--- config.mk ---
export PLATFORM = sky130hd
export DESIGN_NAME = flit_fifo
export DESIGN_NICKNAME = d
export VERILOG_FILES = /design/src/rtl/flit_fifo.sv
export SDC_FILE = /design/constraint.sdc
export NUM_CORES = 1
export LEC_CHECK = 0
export ABC_AREA = 0
export CORE_UTILIZATION = 47
export DETAILED_ROUTE_END_ITERATION = 10
export HOLD_SLACK_MARGIN = 0.05
export PLACE_DENSITY = 0.78
export SYNTH_ARGS = -nofsm -noshare
export SYNTH_HDL_FRONTEND = slang
export SYNTH_SLANG_ARGS = --single-unit
--- constraint.sdc ---
create_clock -name clk -period 1.9 [get_ports clk]
set_input_delay 0.19 -clock clk [delete_from_list [all_inputs] [get_ports clk]]
set_output_delay 0.19 -clock clk [all_outputs]
set_load 0.02 [all_outputs]
--- src/rtl/flit_fifo.sv ---
// Flit FIFO: circular buffer with registered read port, no write-to-read bypass.
// Optional sticky overflow/underflow flag enabled by defining FLIT_FIFO_ERR_EN.
module flit_fifo #(
    parameter int DATA_WIDTH = 32,
    parameter int DEPTH      = 4
) (
    input  logic                  clk,
    input  logic                  rst,
    input  logic                  wr_en,
    input  logic [DATA_WIDTH-1:0] data_in,
    input  logic                  rd_en,
    output logic [DATA_WIDTH-1:0] data_out,
    output logic                  valid_out,
    output logic [2:0]            flit_id,
    output logic                  empty,
    output logic                  full,
    output logic                  err
);
    localparam int AW = $clog2(DEPTH);
    localparam logic [AW:0] DEPTH_C = DEPTH[AW:0];

    logic [DATA_WIDTH-1:0] mem_q [DEPTH];
    logic [AW-1:0]         wr_ptr_q, wr_ptr_d;
    logic [AW-1:0]         rd_ptr_q, rd_ptr_d;
    logic [AW:0]           cnt_q, cnt_d;
    logic [DATA_WIDTH-1:0] data_out_q, data_out_d;
    logic                  valid_q, valid_d;
    logic                  rd_acc, wr_acc;

    always_comb begin
        empty      = (cnt_q == '0);
        full       = (cnt_q == DEPTH_C);
        rd_acc     = rd_en & ~empty;
        // a read in the same cycle frees a slot, so a full FIFO still accepts
        wr_acc     = wr_en & (~full | rd_acc);
        wr_ptr_d   = wr_acc ? wr_ptr_q + AW'(1) : wr_ptr_q;
        rd_ptr_d   = rd_acc ? rd_ptr_q + AW'(1) : rd_ptr_q;
        data_out_d = rd_acc ? mem_q[rd_ptr_q] : data_out_q;
        valid_d    = rd_acc;
        cnt_d      = cnt_q;
        if (wr_acc && !rd_acc)
            cnt_d = cnt_q + 1'b1;
        else if (rd_acc && !wr_acc)
            cnt_d = cnt_q - 1'b1;
    end

    always_ff @(posedge clk) begin
        if (!rst) begin
            wr_ptr_q   <= '0;
            rd_ptr_q   <= '0;
            cnt_q      <= '0;
            data_out_q <= '0;
            valid_q    <= 1'b0;
        end else begin
            wr_ptr_q   <= wr_ptr_d;
            rd_ptr_q   <= rd_ptr_d;
            cnt_q      <= cnt_d;
            data_out_q <= data_out_d;
            valid_q    <= valid_d;
        end
    end

    // storage is not reset; pointers alone define which slots are live
    always_ff @(posedge clk) begin
        if (rst && wr_acc)
            mem_q[wr_ptr_q] <= data_in;
    end

    assign data_out  = data_out_q;
    assign valid_out = valid_q;
    assign flit_id   = valid_q ? data_out_q[DATA_WIDTH-1:DATA_WIDTH-3] : 3'b000;

`ifdef FLIT_FIFO_ERR_EN
    logic err_q, err_d;

    always_comb begin
        err_d = err_q | (wr_en & full & ~rd_acc) | (rd_en & empty);
    end

    always_ff @(posedge clk) begin
        if (!rst)
            err_q <= 1'b0;
        else
            err_q <= err_d;
    end

    assign err = err_q;
`else
    assign err = 1'b0;
`endif
endmodule

# Word-level counts from Yosys, hierarchy flattened
# Memories as Yosys holds them, arrays and structs flattened. A register that Yosys moved wholly into a read port is not among the register bits.
# Cells that the tools add are included.
classes:
  n_mux: 5
  addsub: 4
  bitwise: 5
  eq_ne: 1
  n_reduce_logical: 8
op_table:
  columns: ["cell", "n"]
  rows:
  - ["$mux W3", 3]
  - ["$add A2 B1 Y2 const B", 2]
  - ["$add A3 B1 Y3 const B", 1]
  - ["$eq A3 B3 Y1 const B", 1]
  - ["$logic_and A1 B1 Y1", 3]
  - ["$logic_not A1 Y1", 3]
  - ["$logic_not A3 Y1", 1]
  - ["$sub A3 B1 Y3 const B", 1]
  - ["$and A1 B1 Y1", 2]
  - ["$mux W1", 2]
  - ["$not A1 Y1", 2]
  - ["$reduce_bool A2 Y1", 1]
  - ["$or A1 B1 Y1", 1]
totals:
  output_inout_bits: 39
  n_memories: 1
  wordCells: 28
  register_bits: 8
  ram_bits: 128
memory_table:
  columns: ["memory", "depth", "word_bits", "read_ports", "rd_clocked_by_memory_dff", "wr", "line", "rtl"]
  rows:
  - ["mem_q", 4, 32, 1, 1, 1, "22", "logic [DATA_WIDTH-1:0] mem_q [DEPTH];"]

# Longest topological paths before layout
depth:
  depth_word: 9
  mapped_depth: 8
  depth_no_buf: 8

# Worst setup path before layout
# No wires, ideal clock.
synth_timing:
  path_kind: "register -> register"
  startpoint: "reg cnt_q[2]"
  endpoint: "reg cnt_q[2]"
  setup_time_ns: 0.070
  arrival_ns: 2.230
  path_stages_with_launch: 9
  period_less_slack_ns: 2.300
  setup_slack_ns: -0.400
  cell_sequence: "dfxtp_1 -> nor3b_1 -> a21boi_2 -> ha_1 -> inv_1 -> fa_1 -> xor2_1 -> or3_1 -> a21oi_1"
synth_lines:
  columns: ["element", "line", "rtl"]
  rows:
  - ["start, declared", "25", "logic [AW:0] cnt_q, cnt_d;"]
  - ["start signal, assigned", "57", "cnt_q <= cnt_d;"]
  - ["$eq A3 B3 Y1 *", "32", "full = (cnt_q == DEPTH_C);"]
  - ["net full", "16", "output logic full,"]
  - ["$not A1 Y1 *", "35", "wr_acc = wr_en & (~full | rd_acc);"]
  - ["$or A1 B1 Y1 *", "35", null]
  - ["$and A1 B1 Y1 *", "35", null]
  - ["$logic_not A1 Y1", "43", "else if (rd_acc && !wr_acc)"]
  - ["$logic_and A1 B1 Y1", "43", null]
  - ["$reduce_bool A2 Y1 (no source line)", null, null]
# Mark *: on every way through the listed nets, which the timed path passes. The rest lies on a longest branch. The select of a mux whose other input is x is not followed.
# A chain may end at the register's enable or synchronous reset.

# Final worst setup path
layout_timing:
  startpoint: "reg cnt_q[2]"
  endpoint: "reg cnt_q[2]"
layout_between:
  elab_chain_len: 8
layout_rtl:
  columns: ["element", "line", "rtl"]
  rows:
  - ["$logic_not A3 Y1", "31", "empty = (cnt_q == '0);"]
  - ["$not A1 Y1", "33", "rd_acc = rd_en & ~empty;"]
  - ["$and A1 B1 Y1", "33", null]
  - ["$or A1 B1 Y1", "35", null]
  - ["$and A1 B1 Y1", "35", null]
  - ["$logic_not A1 Y1", "43", null]
  - ["$logic_and A1 B1 Y1", "43", null]
  - ["$reduce_bool A2 Y1 (no source line)", null, null]
# Several ways; a longest one is shown, not always the timed one. The select of a mux whose other input is x is not followed.

==> metrics.txt <==
# TYPE chip_impl_metric gauge
chip_impl_metric{name="number_of_port_buffers",unit=""} 73
chip_impl_metric{name="floorplan.initialDensity",unit=""} 0.4843
chip_impl_metric{name="drt-pass1-iter-count",unit=""} 5
chip_impl_metric{name="via_count",unit=""} 3040
chip_impl_metric{name="drive_above_1_share",unit=""} 0.2481
chip_impl_info{name="cts_root_cell",value="sky130_fd_sc_hd__clkbuf_16"} 1
chip_impl_metric{name="finalSetupViolations",unit=""} 1
chip_impl_metric{name="synthDistinctLibCells",unit=""} 28
chip_impl_metric{name="finalCriticalPeriod",unit="ns"} 1.968
chip_impl_metric{name="grt_start_max_net_pins",unit=""} 33
chip_impl_metric{name="path_clk_slew",unit="ns"} 0.06
chip_impl_metric{name="drc_errors",unit=""} 0
chip_impl_metric{name="cts-htree-levels",unit=""} 4
chip_impl_metric{name="grt-ovfl-total",unit=""} 0
chip_impl_metric{name="synthDominantCellAreaShare",unit=""} 0.6263
chip_impl_metric{name="dr.first_iter.drc_count",unit=""} 193
chip_impl_info{name="grt_setup_unrepaired",value="yes"} 1
chip_impl_info{name="worst_path_class_setup",value="flip-flop to flip-flop"} 1
chip_impl_metric{name="fp.coreArea",unit="sq mm"} 0.01267
chip_impl_metric{name="antennaDiodeCount",unit=""} 0
chip_impl_metric{name="die_width",unit="um"} 116.3
chip_impl_metric{name="count_of_clock_tree_sinks",unit=""} 168
chip_impl_metric{name="m1WireLength",unit="mm"} 4.748
chip_impl_metric{name="crit_fanout",unit=""} 6
chip_impl_metric{name="die_extent_in_y",unit="um"} 116.3
chip_impl_metric{name="met2WireLength",unit="mm"} 5.407
chip_impl_metric{name="synth.avg_cell_area",unit="sq um"} 20.95
chip_impl_info{name="violations",value="negative setup slack"} 1
chip_impl_metric{name="finalWirelength",unit="mm"} 10.97
chip_impl_metric{name="io_pins",unit=""} 75
chip_impl_metric{name="irDropWorstVdd",unit="mV"} 0.9144
chip_impl_metric{name="hpwlAfterDp",unit="mm"} 6.561
chip_impl_metric{name="maximum_clock_frequency",unit="GHz"} 0.5082
chip_impl_info{name="timing.critical_path.to_type",value="flip-flop"} 1
chip_impl_metric{name="powerDensity",unit="mW/mm^2"} 1336
chip_impl_metric{name="p_leak",unit="nW"} 2.677
chip_impl_metric{name="post-place-cells",unit=""} 542
chip_impl_metric{name="timing.hold.ws",unit="ns"} 0.4031
chip_impl_info{name="outcome",value="finished with violations"} 1
chip_impl_metric{name="post_synth_inst_count",unit=""} 293
chip_impl_metric{name="clock_skew",unit="ns"} 0.007140
chip_impl_metric{name="worst-endpoint-arrival",unit="ns"} 2.31
chip_impl_metric{name="floorplan.rows",unit=""} 41
chip_impl_info{name="cts_tree",value="yes"} 1
chip_impl_info{name="synth_area_leader_cell",value="sky130_fd_sc_hd__edfxtp_1"} 1
chip_impl_metric{name="route.antenna.remaining_nets",unit=""} 0
chip_impl_info{name="ys_top_cells_by_area",value="sky130_fd_sc_hd__edfxtp_1 63%, sky130_fd_sc_hd__dfxtp_1 13%, sky130_fd_sc_hd__mux4_2 10%, sky130_fd_sc_hd__a22o_1 4.6%, sky130_fd_sc_hd__buf_6 2.0%"} 1
chip_impl_metric{name="globalRouteTotalUtil",unit=""} 0.1797
chip_impl_metric{name="post_drt_via_cell_ratio",unit=""} 5.287
chip_impl_metric{name="ys_warn_count",unit=""} 0
chip_impl_info{name="cp-start-kind",value="flip-flop"} 1
chip_impl_metric{name="total_power",unit="mW"} 10.46
chip_impl_metric{name="insertion_delay",unit="ns"} 0.42
chip_impl_metric{name="final.period_utilization",unit=""} 1.036
chip_impl_metric{name="synth.yosys.seq_area_share",unit=""} 0.7568
chip_impl_metric{name="nFillCells",unit=""} 913
chip_impl_metric{name="first_global_vias",unit=""} 3205
chip_impl_metric{name="wire_length_of_the_first_global_routing_pass",unit="mm"} 16.95
chip_impl_metric{name="hold_viol",unit=""} 0
chip_impl_metric{name="worstPathRequired",unit="ns"} 2.24
chip_impl_info{name="hp-class",value="input port to flip-flop"} 1
chip_impl_metric{name="final_net_count",unit=""} 432
chip_impl_metric{name="postCtsHoldBufs",unit=""} 0
chip_impl_metric{name="final_critical_path_setup_slack",unit="ns"} -0.06773
chip_impl_metric{name="detail_route.wl_per_cell",unit="um"} 19.07
chip_impl_metric{name="fraction_of_the_core_area_covered_by_cells_at_the_end_of_the_flow",unit=""} 0.6179
chip_impl_metric{name="layoutNonFillerInstCount",unit=""} 575
chip_impl_metric{name="report.final.slew_viol_count",unit=""} 0
chip_impl_info{name="top_layer",value="met4"} 1
chip_impl_metric{name="cts_max_path_buffers",unit=""} 2
chip_impl_metric{name="synth_nets",unit=""} 335
chip_impl_metric{name="met3_length",unit="um"} 597
chip_impl_metric{name="antenna_found_initial",unit=""} 0
chip_impl_metric{name="cts_made_buffers",unit=""} 17
chip_impl_metric{name="worst_pin_slew",unit="ns"} 0.5421
chip_impl_metric{name="synthToLayoutAreaGrowth",unit="%"} 27.56
chip_impl_metric{name="timing.slew.headroom",unit=""} 0.6340
chip_impl_metric{name="finalWeightedCongestion",unit=""} 0.7172
chip_impl_metric{name="post_synth_instance_area",unit="sq mm"} 0.006137
chip_impl_metric{name="ffs_latches_synth",unit=""} 168
chip_impl_metric{name="maxCapViolations",unit=""} 0
chip_impl_metric{name="overall_die_area",unit="sq mm"} 0.01352
==> Yosys cell counts (all sizes together) <==
| library cell | number |
|---|---|
| edfxtp | 128 |
| dfxtp | 40 |
| a22o | 32 |
| mux4 | 32 |
| buf | 14 |
| ha | 5 |
| inv | 5 |
| nor2 | 5 |
| and2 | 4 |
| and3 | 4 |
| nand2 | 4 |
| xor2 | 4 |
| clkbuf | 3 |
| mux2i | 3 |
| a21boi | 1 |
| a21oi | 1 |
| conb | 1 |
| fa | 1 |
| nor3 | 1 |
| nor3b | 1 |
| o21ai | 1 |
| o311ai | 1 |
| o31ai | 1 |
| or3 | 1 |
==> worst paths after layout <==
| path | endpoint | slack (ns) | depth (start not counted) | from |
|---|---|---|---|---|
| max | cnt_q[2] | -0.07 | 8 | cnt_q[2] |
| min | mem_q[2][22] | 0.40 | 1 | data_in[22] |
| max reg2reg | cnt_q[2] | -0.07 | 8 | cnt_q[2] |
| min reg2reg | data_out[16] | 0.48 | 1 | data_out[16] |
==> layer usage <==
| layer | track usage | vias to the layer above |
|---|---|---|
| met5 | 0 | - |
| met4 | 0.08547 | 0 |
| met3 | 0.05916 | 19 |
| met2 | 0.2931 | 90 |
| met1 | 0.2170 | 1536 |
| li1 | - | 1395 |
==> cell type report <==
cell class	count	area [sq um]	share of cell area
sequential	168	4653	0.5944
multi-input combinational	103	1355	0.1731
timing repair buffer	95	972.2	0.1242
clock buffer	21	470.5	0.06009
tap	172	215.2	0.02749
clock inverter	11	143.9	0.01838
inverter	5	18.77	0.002397
==> stage by stage <==
step | setup slack [ns] | setup TNS, ns | instance area (sq um)
2_1_floorplan | -0.2551 | -0.2551 | 6153
3_3_place_gp | -0.1875 | -0.1875 | 7191
3_5_place_dp | -0.3285 | -0.3285 | 7191
4_1_cts | -0.04041 | -0.04041 | 7826
5_1_grt | -0.1237 | -0.1237 | 7829
6_report | -0.06773 | -0.06773 | 7829
==> kinds of logic (layout without fill, tap and decap cells) <==
logic type               Yosys count  after routing  synth area share
other                              1              1         0.0006110
buffers and inverters             22            132           0.02793
AO/OA/AOI/OAI                     37             37           0.05403
flip-flops                       168            168            0.7568
multiplexers                      35             35            0.1248
AND/OR/NAND/NOR                   20             20           0.01672
adder cells (fa/ha/maj)            6              6           0.01346
XOR/XNOR                           4              4          0.005708
==> repair_timing <==
action,4_1_cts,5_1_grt
setup endpoints to repair,3,2
gates resized for setup,9,1
pin swaps,2,0
buffers inserted,1,0
==> critical path, cell delays in order (launching register included) <==
cell and delay [ns]:
sky130_fd_sc_hd__dfxtp_4 0.37, sky130_fd_sc_hd__nor3b_4 0.16, sky130_fd_sc_hd__a21boi_2 0.16, sky130_fd_sc_hd__ha_2 0.22
sky130_fd_sc_hd__inv_2 0.05, sky130_fd_sc_hd__fa_2 0.33, sky130_fd_sc_hd__xor2_1 0.15, sky130_fd_sc_hd__or3_1 0.32
sky130_fd_sc_hd__a21oi_2 0.13
==> cell usage in the layout, fill, tap and decap left out, types with 6 or more instances in the layout <==
cell type,count
sky130_fd_sc_hd__a22o_1,32
sky130_fd_sc_hd__buf_12,6
sky130_fd_sc_hd__buf_4,16
sky130_fd_sc_hd__clkbuf_16,17
sky130_fd_sc_hd__clkdlybuf4s50_1,71
sky130_fd_sc_hd__dfxtp_1,35
sky130_fd_sc_hd__edfxtp_1,128
sky130_fd_sc_hd__mux4_2,28
==> power breakdown <==
part           internal (mW)  switching, mW
sequential              4.33          0.212
clock                   2.17           1.33
combinational           1.27           1.14
==> registers in the layout (all words and copies together), names as in the netlist <==
register	cells
data_out	32
valid_out	1
cnt_q	3
rd_ptr_q	2
mem_q	128
wr_ptr_q	2
No activity file was read; power rests on OpenSTA's default activity.
